`src/rtl/palette_pkg.sv`:
```
// Shared types and constants for the palette loader: FSM states, CSR word
// addresses, CTRL/STATUS bit positions and the CONF count decode.
package palette_pkg;

    typedef enum logic [2:0] {
        ST_IDLE,
        ST_WAIT_VS,
        ST_FETCH,
        ST_DRAIN,
        ST_DONE
    } state_t;

    localparam logic [1:0] CSR_SRC    = 2'd0;
    localparam logic [1:0] CSR_CONF   = 2'd1;
    localparam logic [1:0] CSR_CTRL   = 2'd2;
    localparam logic [1:0] CSR_STATUS = 2'd3;

    localparam int CTRL_START      = 0;
    localparam int CTRL_WAIT_VSYNC = 1;
    localparam int CTRL_IRQ_EN     = 2;
    localparam int CTRL_ABORT      = 3;

    localparam int STAT_BUSY        = 0;
    localparam int STAT_DONE        = 1;
    localparam int STAT_ABORTED     = 2;
    localparam int STAT_ENTRIES_LSB = 4;

    localparam int CONF_COUNT_LSB = 8;

    // A count field of zero means a full 256-entry table.
    function automatic logic [8:0] decode_count(input logic [8:0] raw);
        return (raw == 9'd0) ? 9'd256 : raw;
    endfunction

endpackage

```
`src/rtl/palette_loader_csr.sv`:
```
// CSR register file for the palette loader: SRC/CONF storage, sticky irq_en,
// W1C done/aborted flags, start/abort pulses and registered read data.
module palette_loader_csr
    import palette_pkg::*;
#(
    parameter int ADDR_W = 24
) (
    input  logic              clk,
    input  logic              reset,
    input  logic [1:0]        i_address,
    input  logic              i_read,
    input  logic              i_write,
    input  logic [31:0]       i_writedata,
    output logic [31:0]       o_readdata,
    input  logic              i_busy,
    input  logic              i_job_start,
    input  logic              i_done_set,
    input  logic              i_aborted_set,
    input  logic [7:0]        i_entries,
    output logic [ADDR_W-1:0] o_src,
    output logic [7:0]        o_first,
    output logic [8:0]        o_count,
    output logic              o_start,
    output logic              o_abort,
    output logic              o_wait_vsync,
    output logic              o_irq
);

    logic [ADDR_W-1:0] r_src;
    logic [16:0]       r_conf;
    logic              r_irq_en;
    logic              r_done;
    logic              r_aborted;
    logic [31:0]       r_readdata;

    logic        w_ctrl_wr;
    logic        w_stat_wr;
    logic [31:0] w_rd_mux;
    logic        w_unused_wdata;

    assign w_ctrl_wr = i_write && (i_address == CSR_CTRL);
    assign w_stat_wr = i_write && (i_address == CSR_STATUS);

    // Command bits act in the cycle of the CTRL write; the FSM decides if they apply.
    assign o_start      = w_ctrl_wr && i_writedata[CTRL_START];
    assign o_abort      = w_ctrl_wr && i_writedata[CTRL_ABORT];
    assign o_wait_vsync = i_writedata[CTRL_WAIT_VSYNC];

    assign o_src        = r_src;
    assign o_first      = r_conf[7:0];
    assign o_count      = decode_count(r_conf[16:CONF_COUNT_LSB]);
    assign o_irq        = r_done && r_irq_en;
    assign o_readdata   = r_readdata;

    // Upper write-data bits have no home in any register.
    assign w_unused_wdata = ^i_writedata;

    // Read-data mux for the addressed CSR word.
    always_comb begin
        // NOTE: defaulting the output before the case keeps this from inferring a latch.
        w_rd_mux = '0;
        case (i_address)
            CSR_SRC:    w_rd_mux[ADDR_W-1:0] = r_src;
            CSR_CONF:   w_rd_mux[16:0]       = r_conf;
            CSR_CTRL:   w_rd_mux[CTRL_IRQ_EN] = r_irq_en;
            CSR_STATUS: begin
                w_rd_mux[STAT_BUSY]               = i_busy;
                w_rd_mux[STAT_DONE]               = r_done;
                w_rd_mux[STAT_ABORTED]            = r_aborted;
                w_rd_mux[STAT_ENTRIES_LSB +: 8]   = i_entries;
            end
            default:    w_rd_mux = '0;
        endcase
    end

    // Register writes, W1C status flags and the one-cycle-latency read port.
    always_ff @(posedge clk) begin
        // NOTE: sequential state uses <= so every register samples pre-edge values.
        if (reset) begin
            r_src      <= '0;
            r_conf     <= '0;
            r_irq_en   <= 1'b0;
            r_done     <= 1'b0;
            r_aborted  <= 1'b0;
            r_readdata <= '0;
        end else begin
            if (i_write && (i_address == CSR_SRC))
                r_src <= {i_writedata[ADDR_W-1:1], 1'b0};
            if (i_write && (i_address == CSR_CONF))
                r_conf <= i_writedata[16:0];
            if (w_ctrl_wr)
                r_irq_en <= i_writedata[CTRL_IRQ_EN];

            if (i_done_set)
                r_done <= 1'b1;
            else if (i_job_start || (w_stat_wr && i_writedata[STAT_DONE]))
                r_done <= 1'b0;

            if (i_aborted_set)
                r_aborted <= 1'b1;
            else if (i_job_start || (w_stat_wr && i_writedata[STAT_ABORTED]))
                r_aborted <= 1'b0;

            if (i_read)
                r_readdata <= w_rd_mux;
        end
    end

endmodule

```
`src/rtl/palette_loader.sv`:
```
// Palette refill DMA: optional vsync-aligned start, pipelined 16-bit Avalon
// reads with a bounded number in flight, and one palette write per return.
module palette_loader
    import palette_pkg::*;
#(
    parameter int ADDR_W          = 24,
    parameter int MAX_OUTSTANDING = 4
) (
    input  logic              clk,
    input  logic              reset,
    input  logic [1:0]        avs_ctrl_address,
    input  logic              avs_ctrl_read,
    input  logic              avs_ctrl_write,
    input  logic [31:0]       avs_ctrl_writedata,
    output logic [31:0]       avs_ctrl_readdata,
    output logic              avm_master_read,
    output logic [ADDR_W-1:0] avm_master_address,
    input  logic [15:0]       avm_master_readdata,
    input  logic              avm_master_readdatavalid,
    input  logic              avm_master_waitrequest,
    output logic [7:0]        pal_address,
    output logic [15:0]       pal_writedata,
    output logic              pal_write,
    input  logic              vsync,
    output logic              irq
);

    localparam int              OUT_W   = $clog2(MAX_OUTSTANDING) + 1;
    localparam logic [OUT_W-1:0] MAX_OUT = OUT_W'(MAX_OUTSTANDING);

    state_t            r_state;
    state_t            w_next_state;
    logic [ADDR_W-1:0] r_addr;
    logic [8:0]        r_issued;
    logic [8:0]        r_count;
    logic [OUT_W-1:0]  r_outstanding;
    logic [7:0]        r_wr_idx;
    logic [7:0]        r_entries;
    logic              r_abort_flag;
    logic              r_vsync_d;
    logic              r_pal_write;
    logic [7:0]        r_pal_address;
    logic [15:0]       r_pal_writedata;

    logic [ADDR_W-1:0] w_src;
    logic [7:0]        w_first;
    logic [8:0]        w_count;
    logic              w_start;
    logic              w_abort;
    logic              w_wait_vsync;
    logic              w_job_start;
    logic              w_busy;
    logic              w_accept;
    logic              w_rsp;
    logic              w_vsync_rise;
    logic              w_abortable;

    palette_loader_csr #(.ADDR_W(ADDR_W)) u_csr (
        .clk           (clk),
        .reset         (reset),
        .i_address     (avs_ctrl_address),
        .i_read        (avs_ctrl_read),
        .i_write       (avs_ctrl_write),
        .i_writedata   (avs_ctrl_writedata),
        .o_readdata    (avs_ctrl_readdata),
        .i_busy        (w_busy),
        .i_job_start   (w_job_start),
        .i_done_set    (r_state == ST_DONE),
        .i_aborted_set ((r_state == ST_DONE) && r_abort_flag),
        .i_entries     (r_entries),
        .o_src         (w_src),
        .o_first       (w_first),
        .o_count       (w_count),
        .o_start       (w_start),
        .o_abort       (w_abort),
        .o_wait_vsync  (w_wait_vsync),
        .o_irq         (irq)
    );

    assign w_job_start  = w_start && (r_state == ST_IDLE);
    assign w_busy       = (r_state != ST_IDLE);
    assign w_abortable  = (r_state == ST_WAIT_VS) || (r_state == ST_FETCH);
    assign w_vsync_rise = vsync && !r_vsync_d;

    // Read request depends only on registers, so it cannot move under waitrequest.
    assign avm_master_read    = (r_state == ST_FETCH) && (r_issued < r_count) &&
                                (r_outstanding < MAX_OUT);
    assign avm_master_address = r_addr;
    assign w_accept           = avm_master_read && !avm_master_waitrequest;
    // Responses with nothing in flight are stale (e.g. after a reset) and are dropped.
    assign w_rsp              = avm_master_readdatavalid && (r_outstanding != '0);

    assign pal_write     = r_pal_write;
    assign pal_address   = r_pal_address;
    assign pal_writedata = r_pal_writedata;

    // FSM state register.
    always_ff @(posedge clk) begin
        if (reset) r_state <= ST_IDLE;
        else       r_state <= w_next_state;
    end

    // FSM next-state decode.
    always_comb begin
        w_next_state = r_state;
        case (r_state)
            ST_IDLE:    if (w_start) w_next_state = w_wait_vsync ? ST_WAIT_VS : ST_FETCH;
            ST_WAIT_VS: begin
                if (w_abort)           w_next_state = ST_DONE;
                else if (w_vsync_rise) w_next_state = ST_FETCH;
            end
            ST_FETCH:   if (w_abort || (r_issued == r_count)) w_next_state = ST_DRAIN;
            ST_DRAIN:   if (r_outstanding == '0) w_next_state = ST_DONE;
            ST_DONE:    w_next_state = ST_IDLE;
            default:    w_next_state = ST_IDLE;
        endcase
    end

    // Job counters, in-flight tracking and the registered palette write port.
    always_ff @(posedge clk) begin
        if (reset) begin
            r_addr          <= '0;
            r_issued        <= '0;
            r_count         <= '0;
            r_outstanding   <= '0;
            r_wr_idx        <= '0;
            r_entries       <= '0;
            r_abort_flag    <= 1'b0;
            r_vsync_d       <= 1'b0;
            r_pal_write     <= 1'b0;
            r_pal_address   <= '0;
            r_pal_writedata <= '0;
        end else begin
            r_vsync_d <= vsync;

            if (w_job_start) begin
                r_addr       <= w_src;
                r_count      <= w_count;
                r_issued     <= '0;
                r_wr_idx     <= w_first;
                r_entries    <= '0;
                r_abort_flag <= 1'b0;
            end else begin
                if (w_accept) begin
                    r_addr   <= r_addr + ADDR_W'(2);
                    r_issued <= r_issued + 9'd1;
                end
                if (w_abort && w_abortable)
                    r_abort_flag <= 1'b1;
                if (w_rsp) begin
                    r_wr_idx  <= r_wr_idx + 8'd1;
                    r_entries <= r_entries + 8'd1;
                end
            end

            case ({w_accept, w_rsp})
                2'b10:   r_outstanding <= r_outstanding + OUT_W'(1);
                2'b01:   r_outstanding <= r_outstanding - OUT_W'(1);
                default: r_outstanding <= r_outstanding;
            endcase

            r_pal_write <= w_rsp;
            if (w_rsp) begin
                r_pal_address   <= r_wr_idx;
                r_pal_writedata <= avm_master_readdata;
            end
        end
    end

endmodule

```
`config.mk`:
```
export PLATFORM = sky130hd
export DESIGN_NAME = palette_loader
export DESIGN_NICKNAME = d
export VERILOG_FILES = /design/src/rtl/palette_pkg.sv /design/src/rtl/palette_loader_csr.sv /design/src/rtl/palette_loader.sv
export SDC_FILE = /design/constraint.sdc
export NUM_CORES = 1
export LEC_CHECK = 0
export BUFFER_PORTS_ARGS = -buffer_cell sky130_fd_sc_hd__buf_4
export CORE_ASPECT_RATIO = 0.5
export CORE_MARGIN = 5
export CORE_UTILIZATION = 59
export DETAILED_ROUTE_END_ITERATION = 12
export PLACE_DENSITY = 0.85
export SLEW_MARGIN = 25
export SYNTH_ARGS = -nofsm -noshare
export SYNTH_HDL_FRONTEND = slang
export SYNTH_SLANG_ARGS = --single-unit
```
`constraint.sdc`:
```
create_clock -name clk -period 5.5 [get_ports clk]
set_input_delay 0.825 -clock clk [delete_from_list [all_inputs] [get_ports clk]]
set_output_delay 0.825 -clock clk [all_outputs]
set_load 0.005 [all_outputs]
```
Word level (Yosys, flattened, before mapping)
Cells that the tools add are included.
{ "totals": {"register_bits": 158, "in_bits": 57, "output_inout_bits": 83, "word_cells": 99} }
{ "op_classes": {"n_addsub": 6, "n_lt_le_gt_ge": 2, "eq_ne": 14, "n_mux": 23, "n_reduce_logical": 36} }
{ "op_table": {"columns": ["cell", "n"], "rows": [
  ["24-bit 2-to-1 mux", 2],
  ["24-bit by 2-bit adder with 24-bit output, second input constant", 1],
  ["8-bit case mux with 3 select lines", 1],
  ["1-bit logical AND", 17],
  ["8-bit by 1-bit adder with 8-bit output, second input constant", 2],
  ["8-bit 2-to-1 mux", 2],
  ["3-bit 2-to-1 mux", 5],
  ["3-bit case mux with 4 select lines", 1],
  ["5-bit case mux with 2 select lines", 1],
  ["2-bit nonzero test", 5],
  ["9-bit by 1-bit adder with 9-bit output, second input constant", 1],
  ["9-bit == test", 1],
  ["9-bit zero test", 1],
  ["9-bit less-than comparator", 1],
  ["9-bit 2-to-1 mux", 1],
  ["7-bit 2-to-1 mux", 1],
  ["2-bit == test, second input constant", 3],
  ["3-bit by 2-bit == test with 1-bit output, second input constant", 2],
  ["3-bit zero test", 2],
  ["2-bit case mux with 3 select lines", 1],
  ["3-bit case mux with 2 select lines", 1],
  ["3-bit nonzero test", 2],
  ["2-bit by 1-bit == test with 1-bit output, second input constant", 2],
  ["1-bit logical OR", 4],
  ["other kinds (16)", 21]
]} }

Longest topological paths before layout
{ "depth": {"depth_word": 7, "mapped_depth": 14} }

By module
Synthesis repeated with hierarchy kept, for this count alone.
{ "unflattened": {"hier_cells": 888, "area_unflattened_um2": 7385.8} }
{ "by_module_without_submodules": {"columns": ["module", "n_inst", "cells_each", "area_each_um2", "seq_area_each_um2"], "rows": [
  ["palette_loader", 1, 529, 4393.0, 1821.7],
  ["palette_loader_csr", 1, 359, 2992.9, 1341.3]
]} }

Least setup slack after synthesis
No wires, ideal clock.
{ "synth_path": {"path_kind": "register -> register", "from": "register r_issued[0]", "to": "register r_outstanding[2]", "setup_ps": 70, "t_arrival_ps": 2496, "required_time_ps": 5430, "path_slack_ps": 2933, "stages_incl_launch_ff": 15, "n_path_buf": 1, "synth_period_minus_slack_ps": 2567, "path_cell_list": "dfxtp_1 -> inv_1 -> ha_1 -> nand2b_1 -> a21oi_2 -> o311a_1 -> buf_6 -> nor2_8 -> inv_4 -> ha_1 -> inv_1 -> fa_1 -> xor2_1 -> or3_1 -> a21oi_1"} }
{ "synth_via": {"elab_chain_len": 6} }
{ "synth_rtl": {"columns": ["item", "line", "source"], "rows": [
  ["from (decl)", "palette_loader.sv:34", "logic [8:0] r_issued;"],
  ["from (signal assigned)", "palette_loader.sv:146", "r_issued <= r_issued + 9'd1;"],
  ["9-bit less-than comparator (*)", "palette_loader.sv:86", "assign avm_master_read = (r_state == ST_FETCH) && (r_issued < r_count) &&"],
  ["1-bit logical AND (*) (2 in series)", "palette_loader.sv:86", null],
  ["1-bit logical AND (*)", "palette_loader.sv:89", "assign w_accept = avm_master_read && !avm_master_waitrequest;"],
  ["2-bit by 1-bit == test with 1-bit output or 2-bit == test (tied branches)", "palette_loader.sv:156", "case ({w_accept, w_rsp})"],
  ["3-bit case mux with 2 select lines or 2-bit nonzero test (tied branches)", null, null],
  ["to (signal assigned)", "palette_loader.sv:157", "2'b10: r_outstanding <= r_outstanding + OUT_W'(1);"],
  ["to (signal assigned)", "palette_loader.sv:158", "2'b01: r_outstanding <= r_outstanding - OUT_W'(1);"],
  ["to (signal assigned)", "palette_loader.sv:159", "default: r_outstanding <= r_outstanding;"],
  ["to (decl)", "palette_loader.sv:36", "logic [OUT_W-1:0] r_outstanding;"]
]} }
Every way passes the cells marked *; elsewhere a longest branch is shown, timed or not.
A chain may end at the register's enable or synchronous reset.

Worst setup path in the final report
Ends and elaborated chain as after synthesis.

==> flow_metrics.tcl <==
set metrics [dict create \
    yosys-top-cells-count "nand2_1, dfxtp_1, a21oi_1" \
    endpoint_kind "register" \
    layout-drive-gt1-share_pct 19.2 \
    yosys.area.top_type "dfxtp_1" \
    peakVddDrop_mv 0.200 \
    synth_most_common_cell "nand2_1" \
    reg2reg_to "r_outstanding[2]" \
    cpMaxStageDelayCell "o311a_1" \
    critPathLaunch "r_issued[0]" \
    die_h_um 87.4 \
    dp_hpwl_um 14000 \
    grt_pass1_vias 6153 \
    synth_seq_cells 157 \
    fp.dieW_um 165 \
    reg2reg_from "r_issued[0]" \
    cts-hold-fix-buffers 0 \
    synth_edf_count 0 \
    hold_path.class "register to register" \
    ys.flop_type "dfxtp_1" \
    worst_clock_skew_ns 0.00776 \
    synth-compound-area-share_pct 15.8 \
    crit_type "register to register" \
    synthCells 869 \
    hold_viol_final 0 \
    synth_area_leaders "dfxtp_1, nand2_1, a21oi_1, nor2_1, a211oi_1" \
    syn_area_mm2 0.00707 \
    finalSetupViolCount 0 \
    period_minus_slack_ns 3.21 \
    cts-htree-levels 4 \
    cpPeakStageDelay_ns 0.57 \
    holdPathStages 2 \
    via_count 6727 \
    core_area_mm2 0.0118 \
    timing.fmax_ghz 0.311 \
    grt_use_total_pct 28.2 \
    ios 140 \
    tightest_slew_ns 0.931 \
    drc 0 \
    clk_pin_slew_worst_paths_ns 0.07 \
    arrival_ns 3.56 \
    dieArea_mm2 0.0144 \
    gp_congestion 0.932 \
    avgRoutedWirePerCell_um 17.8 \
    fillers 870 \
    drt_iter0_markers 765 \
    postCtsSetupBuffers 0 \
    dr.pass1.iters 7 \
    ys_types 64 \
    root_buffer "clkbuf_16" \
    crit_family "compound AO/OA/AOI/OAI gates" \
    numCtsBuffers 17 \
    overflow 0 \
    crit_required_ns 5.85 \
    rows 28 \
    insertion_delay_ns 0.42 \
    vias_per_cell 5.92 \
    grt_pass1_wl_um 31700 \
    synthMuxAreaShare_pct 2.99 \
    fin_nets 1032 \
    clockBufferDepth 2 \
    rsz0062_at_grt "no" \
    async_flop_share_pct 0 \
    status "complete, no violations" \
    crit_chain "inv_1 -> ha_1 -> nand2b_1 -> a21oi_2 -> o311a_1 -> nor2_8 -> inv_4 -> ha_1 -> inv_1 -> fa_1 -> xor2_1 -> or3_1 -> a21oi_1" \
    ant_nets 0 \
    antenna-diode-count 0 \
    path_buf_inv 3 \
    yosys.area_share.simple_pct 24.0 \
    start_util_pct 60.0 \
    rrSetupSlack_ns 2.29 \
    power.leakage_nw 3.26 \
    cts-resized-gates 0 \
    antenna_found_initial 0 \
    period_share_pct 58.4 \
    maxCapViolCount 0 \
    cts_sinks 157 \
    final.setup.tns_ns 0 \
    holdCritStartpoint "pal_writedata[14]" \
    port_buffers 122 \
    hold_ws_ns 0.456 \
    syn_to_final_growth_pct 21.0 \
    synth_xor_area_share_pct 4.71 \
    power_density_mw_per_mm2 290 \
    multi_input_area_mm2 0.00360 \
    synth_top_family_by_area "simple AND/OR/NAND/NOR gates" \
    yosysSeqAreaShare_pct 44.5 \
    drt_wl_total_um 20200 \
    r2r_cells 13 \
    relSlewSlack_pct 38.0 \
    synth_fa_ha_area_share_pct 2.76 \
    yosys_warnings 0 \
    worst_setup_path_start_kind "register" \
    synth.avg_cell_area_um2 8.13 \
    grt_max_degree 90 \
    min_to "pal_writedata[14]" \
    cp_max_fo 17 \
    synth_top_area_share_pct 44.5 \
    seq_area_mm2 0.00314 \
    drv_slew 0 \
    cts_tree "built" \
]
cell usage in the layout, fill, tap and decap left out, types with 4 or more instances in the layout:
master | netlist | layout
a211oi_1 | 27 | 27
a21oi_1 | 100 | 100
a22oi_1 | 11 | 11
a31oi_1 | 6 | 6
and2_1 | 6 | 6
and3_1 | 5 | 5
buf_4 | 9 | 128
clkbuf_16 | 0 | 17
clkinvlp_4 | 0 | 4
conb_1 | 1 | 9
dfxtp_1 | 157 | 157
ha_1 | 14 | 14
inv_1 | 18 | 18
mux2_2 | 15 | 15
nand2_1 | 179 | 178
nand2b_1 | 12 | 12
nand3_1 | 29 | 29
nand4_1 | 20 | 20
nor2_1 | 76 | 76
nor2b_1 | 7 | 7
nor3_1 | 7 | 7
nor4_1 | 10 | 9
o21ai_0 | 10 | 10
or3_1 | 4 | 4
xnor2_1 | 15 | 15
xor2_1 | 23 | 23
worst max-delay path by stage:
stage / to / slack [ns] / cells after the start
6_report: r_outstanding[2] / 2.29 / 13
5_1_grt: r_outstanding[2] / 2.15 / 13
4_1_cts: r_outstanding[2] / 2.33 / 13
3_5_place_dp: avm_master_address[23] / 2.01 / 7
3_3_place_gp: avm_master_address[23] / 2.02 / 7
2_1_floorplan: r_outstanding[2] / 2.93 / 14
registers in the layout (all words and copies together), names as in the netlist:
signal,cells
u_csr.o_readdata,24
r_count,9
r_state,3
pal_writedata,16
u_csr.r_done,1
r_outstanding,3
u_csr.r_irq_en,1
pal_address,8
u_csr.r_aborted,1
u_csr.o_src,23
r_issued,9
r_entries,8
u_csr.r_conf,17
r_wr_idx,8
r_vsync_d,1
pal_write,1
avm_master_address,23
r_abort_flag,1
power breakdown:
group	total [W]	internal, W	switching (W)
logic	0.000158	0.0000649	0.0000935
clock network	0.00113	0.000632	0.000503
registers	0.00119	0.00116	0.0000263
worst reg2reg max path, delay by kind of cell (launching register included):
kind | cells | cell delay [ns]
XOR/XNOR | 1 | 0.15
AND/OR/NAND/NOR | 3 | 0.62
flip-flops | 1 | 0.40
AO/OA/AOI/OAI | 3 | 0.91
buffers and inverters | 3 | 0.30
adder cells (fa/ha/maj) | 3 | 0.76
stage by stage:
step	utilization, %	std cells	setup slack [ns]	total power (W)	cell area, µm²
global placement	67.9	1106	2.02	0.00136	7990
detailed placement	67.9	1106	2.01	0.00136	7990
global route	72.7	1137	2.15	0.00255	8560
floorplan	-	877	2.93	0.00129	7100
finish	72.7	1137	2.29	0.00248	8560
CTS	72.7	1137	2.33	0.00248	8550
metal layers:
metal  GRT usage [%]  routed length [µm]
met5               0                   0
met4            8.15                 323
met3            7.66                2400
met2            42.0                8540
met1            40.1                8970
final cells by class:
| cell class | count | share of cell area [%] |
|---|---|---|
| clock inverter | 13 | 1.58 |
| sequential | 157 | 36.7 |
| inverter | 20 | 0.907 |
| tap | 165 | 2.41 |
| timing repair buffer | 128 | 11.2 |
| multi-input combinational | 636 | 42.1 |
| clock buffer | 18 | 5.02 |
cell families (layout without fill, tap and decap cells):
logic type,after synthesis,count (layout)
compound gates,182,182
xor+xnor,38,38
fa+ha+maj,15,15
buf+inv,84,179
flops,157,157
mux,18,18
other cells,1,9
simple gates,374,374
Power figures use the tool's default switching activity.
